### config.mk
export PLATFORM = sky130hd
export DESIGN_NAME = rpn_sequencer_flat
export DESIGN_NICKNAME = d
export VERILOG_FILES = /design/src/rtl/rpn_pkg.sv /design/src/rtl/rpn_sequencer_if.sv /design/src/rtl/rpn_sequencer.sv /design/src/flat_wrapper.sv
export SDC_FILE = /design/constraint.sdc
export NUM_CORES = 1
export LEC_CHECK = 0
export ABC_AREA = 1
export BUFFER_PORTS_ARGS = -buffer_cell sky130_fd_sc_hd__buf_2
export CORE_ASPECT_RATIO = 0.9
export CORE_UTILIZATION = 49
export DETAILED_ROUTE_END_ITERATION = 10
export PLACE_DENSITY = 0.92
export SETUP_SLACK_MARGIN = 0.3
export SLEW_MARGIN = 20
export SYNTH_ARGS = -nofsm -noshare
export SYNTH_HDL_FRONTEND = slang
export SYNTH_SLANG_ARGS = --single-unit
### constraint.sdc
create_clock -name clk -period 2.3 [get_ports clk]
set_clock_uncertainty 0.15 [all_clocks]
set_input_delay 0.115 -clock clk [delete_from_list [all_inputs] [get_ports clk]]
set_output_delay 0.115 -clock clk [all_outputs]
set_load 0.05 [all_outputs]
### src/rtl/rpn_pkg.sv
// Shared types for the RPN calculator control path: command codes, ALU opcodes
// and the sequencer state encoding.
package rpn_pkg;

  typedef enum logic [3:0] {
    CMD_PUSH = 4'd0,
    CMD_POP  = 4'd1,
    CMD_ADD  = 4'd2,
    CMD_SUB  = 4'd3,
    CMD_SLL  = 4'd4,
    CMD_SRL  = 4'd5,
    CMD_SLTU = 4'd6,
    CMD_AND  = 4'd7,
    CMD_OR   = 4'd8,
    CMD_NOR  = 4'd9,
    CMD_XOR  = 4'd10,
    CMD_MUL  = 4'd11,
    CMD_SWAP = 4'd12
  } cmd_e;

  localparam logic [3:0] ALU_AND  = 4'b0000;
  localparam logic [3:0] ALU_OR   = 4'b0001;
  localparam logic [3:0] ALU_XOR  = 4'b0010;
  localparam logic [3:0] ALU_NOR  = 4'b0011;
  localparam logic [3:0] ALU_ADD  = 4'b0100;
  localparam logic [3:0] ALU_SUB  = 4'b0101;
  localparam logic [3:0] ALU_MUL  = 4'b0110;
  localparam logic [3:0] ALU_SLL  = 4'b1000;
  localparam logic [3:0] ALU_SRL  = 4'b1001;
  localparam logic [3:0] ALU_SLTU = 4'b1101;

  typedef enum logic [2:0] {
    S_IDLE  = 3'd0,
    S_CAPT  = 3'd1,
    S_POP1  = 3'd2,
    S_POP2  = 3'd3,
    S_EXEC  = 3'd4,
    S_PUSH1 = 3'd5,
    S_PUSH2 = 3'd6,
    S_DONE  = 3'd7
  } seq_state_e;

  // Non-ALU commands (PUSH/POP/SWAP) map to 0000 so alu_op stays quiet.
  function automatic logic [3:0] alu_opcode(input cmd_e c);
    logic [3:0] op;
    case (c)
      CMD_ADD:  op = ALU_ADD;
      CMD_SUB:  op = ALU_SUB;
      CMD_SLL:  op = ALU_SLL;
      CMD_SRL:  op = ALU_SRL;
      CMD_SLTU: op = ALU_SLTU;
      CMD_AND:  op = ALU_AND;
      CMD_OR:   op = ALU_OR;
      CMD_NOR:  op = ALU_NOR;
      CMD_XOR:  op = ALU_XOR;
      CMD_MUL:  op = ALU_MUL;
      default:  op = 4'b0000;
    endcase
    return op;
  endfunction

endpackage

### src/rtl/rpn_sequencer_if.sv
// Bundle between the command decoder / stack / ALU and the RPN sequencer.
// cmd_valid is held until a rising edge with cmd_valid & cmd_ready; cmd and val
// are sampled on that edge and the result is reported by a one-cycle done (+err).
interface rpn_sequencer_if #(parameter int DW = 32) ();
  logic          cmd_valid;
  logic [3:0]    cmd;
  logic [15:0]   val;
  logic          cmd_ready;
  logic          done;
  logic          err;
  logic          stk_pop;
  logic          stk_push;
  logic [DW-1:0] stk_data;
  logic [DW-1:0] stk_top;
  logic [DW-1:0] stk_next;
  logic          stk_full;
  logic          stk_empty;
  logic [DW-1:0] alu_a;
  logic [DW-1:0] alu_b;
  logic [3:0]    alu_op;
  logic [7:0]    alu_shamt;
  logic [DW-1:0] alu_lo;
  logic [7:0]    depth;
  logic [7:0]    op_count;

  modport slave (
    input  cmd_valid, cmd, val, stk_top, stk_next, stk_full, stk_empty, alu_lo,
    output cmd_ready, done, err, stk_pop, stk_push, stk_data,
           alu_a, alu_b, alu_op, alu_shamt, depth, op_count
  );

  modport master (
    output cmd_valid, cmd, val, stk_top, stk_next, stk_full, stk_empty, alu_lo,
    input  cmd_ready, done, err, stk_pop, stk_push, stk_data,
           alu_a, alu_b, alu_op, alu_shamt, depth, op_count
  );
endinterface

### src/rtl/rpn_sequencer.sv
// RPN control sequencer: runs one command at a time through pop/pop/exec/push
// against an external stack and ALU, tracking occupancy to reject bad commands.
module rpn_sequencer
  import rpn_pkg::*;
#(
  parameter int DW    = 32,
  parameter int DEPTH = 8
) (
  input  logic            clk,
  input  logic            rst,
  rpn_sequencer_if.slave  bus,
  output seq_state_e      dbg_state
);

  localparam logic [7:0] DEPTH_L = 8'(DEPTH);

  seq_state_e    state_q, state_d;
  cmd_e          cmd_q, cmd_d;
  logic [15:0]   val_q, val_d;
  logic [DW-1:0] top_q, top_d;
  logic [DW-1:0] next_q, next_d;
  logic [DW-1:0] res_q, res_d;
  logic          err_q, err_d;
  logic [7:0]    depth_q, depth_d;
  logic [7:0]    ops_q, ops_d;
  logic          flags_ok, room_ok;

  always_ff @(posedge clk or negedge rst) begin
    if (!rst) begin
      state_q <= S_IDLE;
      cmd_q   <= CMD_PUSH;
      val_q   <= '0;
      top_q   <= '0;
      next_q  <= '0;
      res_q   <= '0;
      err_q   <= 1'b0;
      depth_q <= '0;
      ops_q   <= '0;
    end else begin
      state_q <= state_d;
      cmd_q   <= cmd_d;
      val_q   <= val_d;
      top_q   <= top_d;
      next_q  <= next_d;
      res_q   <= res_d;
      err_q   <= err_d;
      depth_q <= depth_d;
      ops_q   <= ops_d;
    end
  end

  // Our own depth is trusted; stack flags that disagree with it mean trouble.
  always_comb begin
    flags_ok = (bus.stk_full == (depth_q == DEPTH_L)) && (bus.stk_empty == (depth_q == 8'd0));
    room_ok  = 1'b0;
    if (bus.cmd == CMD_PUSH)      room_ok = depth_q < DEPTH_L;
    else if (bus.cmd == CMD_POP)  room_ok = depth_q >= 8'd1;
    else if (bus.cmd <= CMD_SWAP) room_ok = depth_q >= 8'd2;
  end

  always_comb begin
    state_d = state_q;
    cmd_d   = cmd_q;
    val_d   = val_q;
    top_d   = top_q;
    next_d  = next_q;
    res_d   = res_q;
    err_d   = err_q;
    depth_d = depth_q;
    ops_d   = ops_q;
    case (state_q)
      S_IDLE: begin
        if (bus.cmd_valid) begin
          cmd_d = cmd_e'(bus.cmd);
          val_d = bus.val;
          err_d = !(flags_ok && room_ok);
          if (!(flags_ok && room_ok))  state_d = S_DONE;
          else if (bus.cmd == CMD_PUSH) state_d = S_PUSH1;
          else if (bus.cmd == CMD_POP)  state_d = S_POP1;
          else                          state_d = S_CAPT;
        end
      end
      S_CAPT: begin
        top_d   = bus.stk_top;
        next_d  = bus.stk_next;
        state_d = S_POP1;
      end
      S_POP1: begin
        depth_d = depth_q - 8'd1;
        state_d = (cmd_q == CMD_POP) ? S_DONE : S_POP2;
      end
      S_POP2: begin
        depth_d = depth_q - 8'd1;
        state_d = (cmd_q == CMD_SWAP) ? S_PUSH1 : S_EXEC;
      end
      S_EXEC: begin
        res_d   = bus.alu_lo;
        state_d = S_PUSH1;
      end
      S_PUSH1: begin
        depth_d = depth_q + 8'd1;
        state_d = (cmd_q == CMD_SWAP) ? S_PUSH2 : S_DONE;
      end
      S_PUSH2: begin
        depth_d = depth_q + 8'd1;
        state_d = S_DONE;
      end
      S_DONE: begin
        if (!err_q) ops_d = ops_q + 8'd1;
        state_d = S_IDLE;
      end
      default: state_d = S_IDLE;
    endcase
  end

  always_comb begin
    bus.cmd_ready = (state_q == S_IDLE);
    bus.done      = (state_q == S_DONE);
    bus.err       = (state_q == S_DONE) && err_q;
    bus.stk_pop   = (state_q == S_POP1) || (state_q == S_POP2);
    bus.stk_push  = (state_q == S_PUSH1) || (state_q == S_PUSH2);
    bus.stk_data  = '0;
    if (state_q == S_PUSH1) begin
      if (cmd_q == CMD_PUSH)      bus.stk_data = {{(DW-16){1'b0}}, val_q};
      else if (cmd_q == CMD_SWAP) bus.stk_data = top_q;
      else                        bus.stk_data = res_q;
    end else if (state_q == S_PUSH2) begin
      bus.stk_data = next_q;
    end
    bus.alu_op = 4'b0000;
    if (state_q inside {S_CAPT, S_POP1, S_POP2, S_EXEC}) bus.alu_op = alu_opcode(cmd_q);
    bus.alu_a     = top_q;
    bus.alu_b     = next_q;
    bus.alu_shamt = {3'b000, top_q[4:0]};
    bus.depth     = depth_q;
    bus.op_count  = ops_q;
    dbg_state     = state_q;
  end

endmodule

### src/flat_wrapper.sv
// flat-port wrapper written by rule: the top's interface ports become plain ports
module rpn_sequencer_flat import rpn_pkg::*;
#(
  parameter int DW    = 32,
  parameter int DEPTH = 8
)
  (clk, rst, dbg_state, bus_cmd_valid, bus_cmd, bus_val, bus_stk_top, bus_stk_next, bus_stk_full, bus_stk_empty, bus_alu_lo, bus_cmd_ready, bus_done, bus_err, bus_stk_pop, bus_stk_push, bus_stk_data, bus_alu_a, bus_alu_b, bus_alu_op, bus_alu_shamt, bus_depth, bus_op_count);
  rpn_sequencer_if #(.DW(DW)) bus_i ();
  input  logic clk;
  input  logic rst;
  output seq_state_e dbg_state;
  input wire logic [$bits(bus_i.cmd_valid)-1:0] bus_cmd_valid;
  input wire logic [$bits(bus_i.cmd)-1:0] bus_cmd;
  input wire logic [$bits(bus_i.val)-1:0] bus_val;
  input wire logic [$bits(bus_i.stk_top)-1:0] bus_stk_top;
  input wire logic [$bits(bus_i.stk_next)-1:0] bus_stk_next;
  input wire logic [$bits(bus_i.stk_full)-1:0] bus_stk_full;
  input wire logic [$bits(bus_i.stk_empty)-1:0] bus_stk_empty;
  input wire logic [$bits(bus_i.alu_lo)-1:0] bus_alu_lo;
  output wire logic [$bits(bus_i.cmd_ready)-1:0] bus_cmd_ready;
  output wire logic [$bits(bus_i.done)-1:0] bus_done;
  output wire logic [$bits(bus_i.err)-1:0] bus_err;
  output wire logic [$bits(bus_i.stk_pop)-1:0] bus_stk_pop;
  output wire logic [$bits(bus_i.stk_push)-1:0] bus_stk_push;
  output wire logic [$bits(bus_i.stk_data)-1:0] bus_stk_data;
  output wire logic [$bits(bus_i.alu_a)-1:0] bus_alu_a;
  output wire logic [$bits(bus_i.alu_b)-1:0] bus_alu_b;
  output wire logic [$bits(bus_i.alu_op)-1:0] bus_alu_op;
  output wire logic [$bits(bus_i.alu_shamt)-1:0] bus_alu_shamt;
  output wire logic [$bits(bus_i.depth)-1:0] bus_depth;
  output wire logic [$bits(bus_i.op_count)-1:0] bus_op_count;
  assign bus_i.cmd_valid = bus_cmd_valid;
  assign bus_i.cmd = bus_cmd;
  assign bus_i.val = bus_val;
  assign bus_i.stk_top = bus_stk_top;
  assign bus_i.stk_next = bus_stk_next;
  assign bus_i.stk_full = bus_stk_full;
  assign bus_i.stk_empty = bus_stk_empty;
  assign bus_i.alu_lo = bus_alu_lo;
  assign bus_cmd_ready = bus_i.cmd_ready;
  assign bus_done = bus_i.done;
  assign bus_err = bus_i.err;
  assign bus_stk_pop = bus_i.stk_pop;
  assign bus_stk_push = bus_i.stk_push;
  assign bus_stk_data = bus_i.stk_data;
  assign bus_alu_a = bus_i.alu_a;
  assign bus_alu_b = bus_i.alu_b;
  assign bus_alu_op = bus_i.alu_op;
  assign bus_alu_shamt = bus_i.alu_shamt;
  assign bus_depth = bus_i.depth;
  assign bus_op_count = bus_i.op_count;
  rpn_sequencer #(.DW(DW), .DEPTH(DEPTH)) u_core (.clk(clk), .rst(rst), .bus(bus_i), .dbg_state(dbg_state));
endmodule
==> out/qor.yml, run 1 <==
setup_viol: 7
fp.coreArea_um2: 12900
hpwl_um: 13600
syn_area_um2: 6620
cp_common_cell: "buf_6"
yosys.area_share.adder_pct: 1.89
relSlewSlack_pct: 58.9
synth_xor_area_share_pct: 1.85
vdd_drop_max_uv: 1570
timing.final.crit_share_pct: 101
via_per_inst: 5.88
row_count: 39
drv_cap: 0
die_w_um: 124
drt-initial-drc-count: 629
cts_buffer_depth: 2
die_area_um2: 14000
grt_max_degree: 54
max_freq_mhz: 430
crit_path_end_kind: "primary output"
rsz0062_at_grt: "true"
fin_nets: 1155
synthMuxAreaShare_pct: 18.9
start_util_pct: 51.2
cp_data_arrival_time_ns: 2.06
cts.sinks: 136
synth_cell_types: 40
power_density_nw_per_um2: 1800
drive_gt1_share_pct: 48.2
tns_ns: -0.0936
tightest_slew_ns: 0.617
final_antenna_net_count: 0
synth_compound_area_share_pct: 7.23
synth_top_family_by_area: "multiplexers"
ys_warn_count: 0
cts_made_buffers: 17
cp_slowest_stage_delay_ns: 0.41
antenna_found_initial: 2
routedWlPerCell_um: 23.3
failed_checks: "negative setup slack"
path_cells: "clkinvlp_4, buf_6, nor3_4, buf_6, buf_12, nand2_1, o211ai_1, buf_4"
start_kind: "register"
layout_commonest_cell: "buf_2"
htreeDepth: 4
syn_avg_cell_area_um2: 10.6
drc: 0
outcome: "complete, but fails checks"
clkSlewWorstSetupHoldPaths_ns: 0.05
grt_pass1_wl_um: 39800
synth-seq-area-share_pct: 51.4
leakagePower_nw: 5.21
portBuffers: 249
slowest_stage: "dfrtp_2"
hold_path_class: "in -> reg"
cp_max_fo: 7
overflow: 0
finalHoldViolCount: 0
cts-root-buf: "clkbuf_16"
drt-pass1-iter-count: 5
synth_seq_cells: 136
worst_slack_ns: -0.0250
synth_simple_gate_area_share_pct: 13.5
report.final.slew_viol_count: 0
area_growth_syn_to_layout_pct: 63.3
clk_latency_ns: 0.43
synthCells: 624
reg2regPathDepth: 5
layout_min_cycle_time_ns: 2.32
holdWs_ns: 0.0335
first_global_vias: 7201
final_cell_mix: "210 x buf_2, 131 x dfrtp_1, 118 x dlygate4sd3_1"
vias: 7067
routed_wl_um: 28000
worstPathRequired_ns: 2.04
place.gp.congestion: 0.880
worstSetupPathType: "reg -> out"
grtUsageTotal_pct: 37.5
io_pins: 253
tritoncts: "done"
fp.dieH_um: 112
postLayoutCoreUtil_pct: 83.5
hold_depth: 7
## worst paths after layout
path | slack (ns) | from | end
worst max-delay path | -0.02 | u_core.dbg_state[2] | bus_stk_data[0]
worst min register to register | 0.34 | u_core.val_q[0] | u_core.val_q[0]
worst max register to register | 0.24 | u_core.dbg_state[0] | u_core.bus.alu_a[14]
min in group asynchronous | 0.06 | rst | u_core.bus.depth[5]
worst min-delay path | 0.03 | bus_stk_full | u_core.err_q
max in group asynchronous | 1.17 | rst | u_core.bus.alu_a[4]
## where the power goes
part | internal (W) | leakage, nW | total [W] | switching (W)
sequential | 0.00361 | 1.61 | 0.00479 | 0.00119
combinational | 0.00389 | 3.29 | 0.0117 | 0.00786
clock | 0.00184 | 0.301 | 0.00290 | 0.00107
## state kept, by name, summed over array words and instances, names as in the netlist
register	count
u_core.res_q	32
u_core.bus.alu_a	32
u_core.bus.alu_b	32
u_core.dbg_state	3
u_core.bus.depth	8
u_core.cmd_q	4
u_core.val_q	16
u_core.bus.op_count	8
u_core.err_q	1
## layer usage
layer  routed length (um)  track usage (%)  vias up
li1                     -                -     2923
met1                10000             42.5     3437
met2                13800             64.4      558
met3                 2540             10.9      149
met4                 1600             19.3        0
met5                    0                0        -
## synthesized netlist by cell type (all sizes together)
master    n  share of area, %
inv      36               2.0
clkinv    1             0.057
mux2i    16               2.4
clkbuf    7              0.40
o21bai    1              0.11
buf      28               2.6
xnor2     5              0.66
nand3b    2              0.23
a31oi     2              0.19
a21oi     5              0.38
o211ai   33               3.8
xor2      9               1.2
nor2     37               2.3
o22ai     2              0.28
a211oi    1              0.11
o21ai    25               1.9
nand4     4              0.38
conb      1             0.057
nand2   121               6.9
nor3      3              0.47
dfrtp   136                51
nand3    36               3.0
o221ai    1              0.13
mux2     97                17
ha       10               1.9
o31ai     2              0.30
nor4      3              0.28
## logic make-up (layout without fill, tap and decap cells)
kind of cell | Yosys count | after routing
AOI/OAI and AO/OA | 72 | 72
xor gates and xnor gates | 14 | 14
adders and majority gates | 10 | 10
buffers and inverters | 72 | 481
DFF | 136 | 136
muxes | 113 | 113
other | 1 | 5
and+or+nand+nor | 206 | 206
## critical path, delay by kind of cell (launching register included)
family                 cells  cell delay (ns)
flip-flops                 1             0.41
AO/OA/AOI/OAI              1             0.12
AND/OR/NAND/NOR            2             0.32
buffers and inverters      5             0.78
## through the flow
step                      setup WS (ns)  std cells  power, W  cell area [um^2]
after CTS                        0.0494       1185    0.0181             10500
after floorplan                 -0.0317        626    0.0121              6910
after detailed placement          0.150       1025    0.0144              8350
after global routing            -0.0782       1201    0.0200             10800
final                           -0.0250       1201    0.0194             10800
after global placement            0.230       1025    0.0141              8350
## final cells by class
class / count / area, um^2
flip-flops and latches: 136 / 3410
multi-input cells: 418 / 3270
repair buffers: 414 / 3140
fillers: 649 / 2130
clock buffers: 23 / 498
well taps: 164 / 205
inverters: 37 / 158
clock inverters: 7 / 116
diodes: 2 / 5.00
## repair_timing
item | CTS | global route
setup endpoints to repair | 38 | 64
pin swaps | 7 | 21
gates cloned | 1 | 3
resized for setup | 68 | 59
buffers inserted | 11 | 11
hold endpoints to repair | 225 | 0
hold buffers | 118 | 0
Power figures use the tool's default switching activity.
==> run 2: changes to the inputs <==
Settings changed: PLACE_DENSITY 0.92 to 0.8, SLEW_MARGIN 20 to 15.
==> out/qor.yml, run 2 (synthesis results as in run 1) <==
outcome: "finished clean"
hpwl_um: 12900  # -4.8%
worst-path-buf-inv: 3  # -2
die_area_um2: 14000  # unchanged
finalHoldViolCount: 0  # unchanged
clkSlewWorstSetupHoldPaths_ns: 0.06  # about the same
hold_path_class: "in -> reg"
die_w_um: 124  # unchanged
max_freq_mhz: 436  # +1.3%
routed_wl_um: 24200  # -13%
pwr-share-clk_pct: 14.4  # -0.5 points
p_comb_share_pct: 60.3  # about the same
r2r_end: "u_core.res_q[10]"
grt_pass1_wl_um: 37800  # -5.1%
final_antenna_net_count: 0  # unchanged
fp.dieH_um: 112  # unchanged
layout_min_cycle_time_ns: 2.29  # -0.0301 ns
rrSetupSlack_ns: 0.36  # +0.12 ns
fp.coreArea_um2: 12900  # unchanged
dp_cells: 1019  # -0.59%
grtUsageTotal_pct: 35.3  # -2.1 points
cp_data_arrival_time_ns: 2.03  # -0.03 ns
vdd_drop_max_uv: 1300  # -17%
start_kind: "register"
cts.sinks: 136  # unchanged
clk_latency_ns: 0.42  # about the same
tritoncts: "done"
htreeDepth: 4  # unchanged
timing.final.crit_share_pct: 99.8  # -1.3 points
num_antenna_cells: 0  # -2
cts_buffer_depth: 2  # unchanged
slowest_stage: "dfrtp_2"
drc: 0  # unchanged
power_switching_w: 0.00973  # -3.8%
rsz0062_at_grt: "true"
path_cells: "inv_2, ha_4, nand3_4, buf_12, mux2i_1, o211ai_1, buf_4"
via_per_inst: 5.52  # -6.2%
first_global_vias: 7015  # -2.6%
cts-root-buf: "clkbuf_16"
final_cell_mix: "209 x buf_2, 129 x dfrtp_1, 118 x dlygate4sd3_1"
fin_nets: 1149  # -0.52%
vias: 6590  # -6.7%
drv_cap: 0  # unchanged
min_from: "bus_stk_full"
start_util_pct: 51.2  # unchanged
overflow: 0  # unchanged
report.final.slew_viol_count: 0  # unchanged
portBuffers: 249  # unchanged
post-layout-total-power_w: 0.0188  # -3.5%
power_density_nw_per_um2: 1760  # -2.2%
final_cell_area_um2: 10700  # -1.4%
hold_depth: 7  # unchanged
hold_end: "u_core.err_q"
worstPathRequired_ns: 2.04  # about the same
placed_area_um2: 8310  # -0.45%
layout_commonest_cell: "buf_2"
relSlewSlack_pct: 59.7  # +0.82 points
p_seq_share_pct: 25.3  # +0.7 points
timing.rr.start: "u_core.dbg_state[2]"
grt_max_degree: 62  # +15%
leakagePower_nw: 5.13  # -1.5%
p_int_w: 0.00904  # -3.2%
fillers: 705  # +8.6%
row_count: 39  # unchanged
drive_gt1_share_pct: 47.1  # -1.1 points
cts_made_buffers: 17  # unchanged
fin_cells: 1194  # -0.58%
drt-pass1-iter-count: 5  # unchanged
cp_slowest_stage_delay_ns: 0.41  # about the same
cp_max_fo: 16  # +9
area_growth_syn_to_layout_pct: 61.1
crit_path_end_kind: "primary output"
crit_family: "buffers and inverters"
swShare_pct: 51.8  # -0.16 points
io_pins: 253  # unchanged
place.gp.congestion: 0.872  # -0.82%
worstSetupPathType: "reg -> out"
tightest_slew_ns: 0.605  # -0.0124 ns
reg2regPathDepth: 5  # unchanged
setup_viol: 0  # -7
drt-initial-drc-count: 448  # -29%
routedWlPerCell_um: 20.3  # -13%
antenna_found_initial: 0  # -2
## run 2: layout make-up
| cell class | instances | area [um^2] | share of cell area [%] |
|---|---|---|---|
| Clock buffer | 19 | 453 | 4.25 |
| Clock inverter | 12 | 128 | 1.20 |
| Tap cell | 164 | 205 | 1.93 |
| Multi-Input combinational cell | 418 | 3210 | 30.1 |
| Sequential cell | 136 | 3410 | 32.0 |
| Inverter | 37 | 156 | 1.47 |
| Timing Repair Buffer | 408 | 3090 | 29.0 |
## run 2: how the worst max path moves through the flow
stage                                    from          endpoint  slack (ns)  cells after the start
after floorplan           u_core.dbg_state[2]  bus_stk_data[10]       -0.03                      6
after global placement        u_core.cmd_q[1]  bus_stk_data[10]        0.30                      7
after detailed placement      u_core.cmd_q[1]  bus_stk_data[10]        0.23                      7
after CTS                 u_core.dbg_state[0]  bus_stk_data[10]        0.06                      5
after global routing          u_core.cmd_q[1]  bus_stk_data[13]       -0.06                      7
final                         u_core.cmd_q[1]   bus_stk_data[7]       0.005                      7
## run 2: metrics by stage
stage / utilization (%) / hold WS [ns] / setup WS [ns] / setup TNS [ns]
after global placement: 64.3 / -0.0160 / 0.302 / 0
after floorplan: - / -0.331 / -0.0317 / -0.317
after detailed placement: 64.3 / -0.00760 / 0.231 / 0
after global routing: 82.4 / 0.0446 / -0.0565 / -0.236
after CTS: 81.3 / 0.0152 / 0.0553 / 0
final: 82.4 / 0.0223 / 0.00507 / 0
## run 2: power by group through the flow
stage	sequential, W	clock [W]	combinational (W)
finish	0.00474	0.00270	0.0113
global route	0.00484	0.00282	0.0118
CTS	0.00458	0.00270	0.0108
detailed placement	0.00463	0	0.00969
global placement	0.00457	0	0.00952
floorplan	0.00687	0	0.00519
## run 2: timing repair
action | in CTS | in global routing
hold buffers | 118 | 0
gates cloned | 3 | 0
endpoints found under the hold margin | 235 | 0
gates resized for setup | 89 | 26
setup buffers | 13 | 10
pin swaps | 10 | 16
setup endpoints to repair | 37 | 48
## run 2: routing by layer
layer	share of wire (%)	wire length, um	track usage, %
met5	0	0	0
met4	3.3	805	15.3
met3	7.5	1810	9.29
met2	52	12500	62.4
met1	38	9120	40.3
## run 2: worst register-to-register path, stage by stage, from the launching register on
cell and delay [ns]:
dfrtp_2 0.44, buf_12 0.14, buf_4 0.15, nand3_2 0.08, buf_4 0.44, mux2_2 0.43
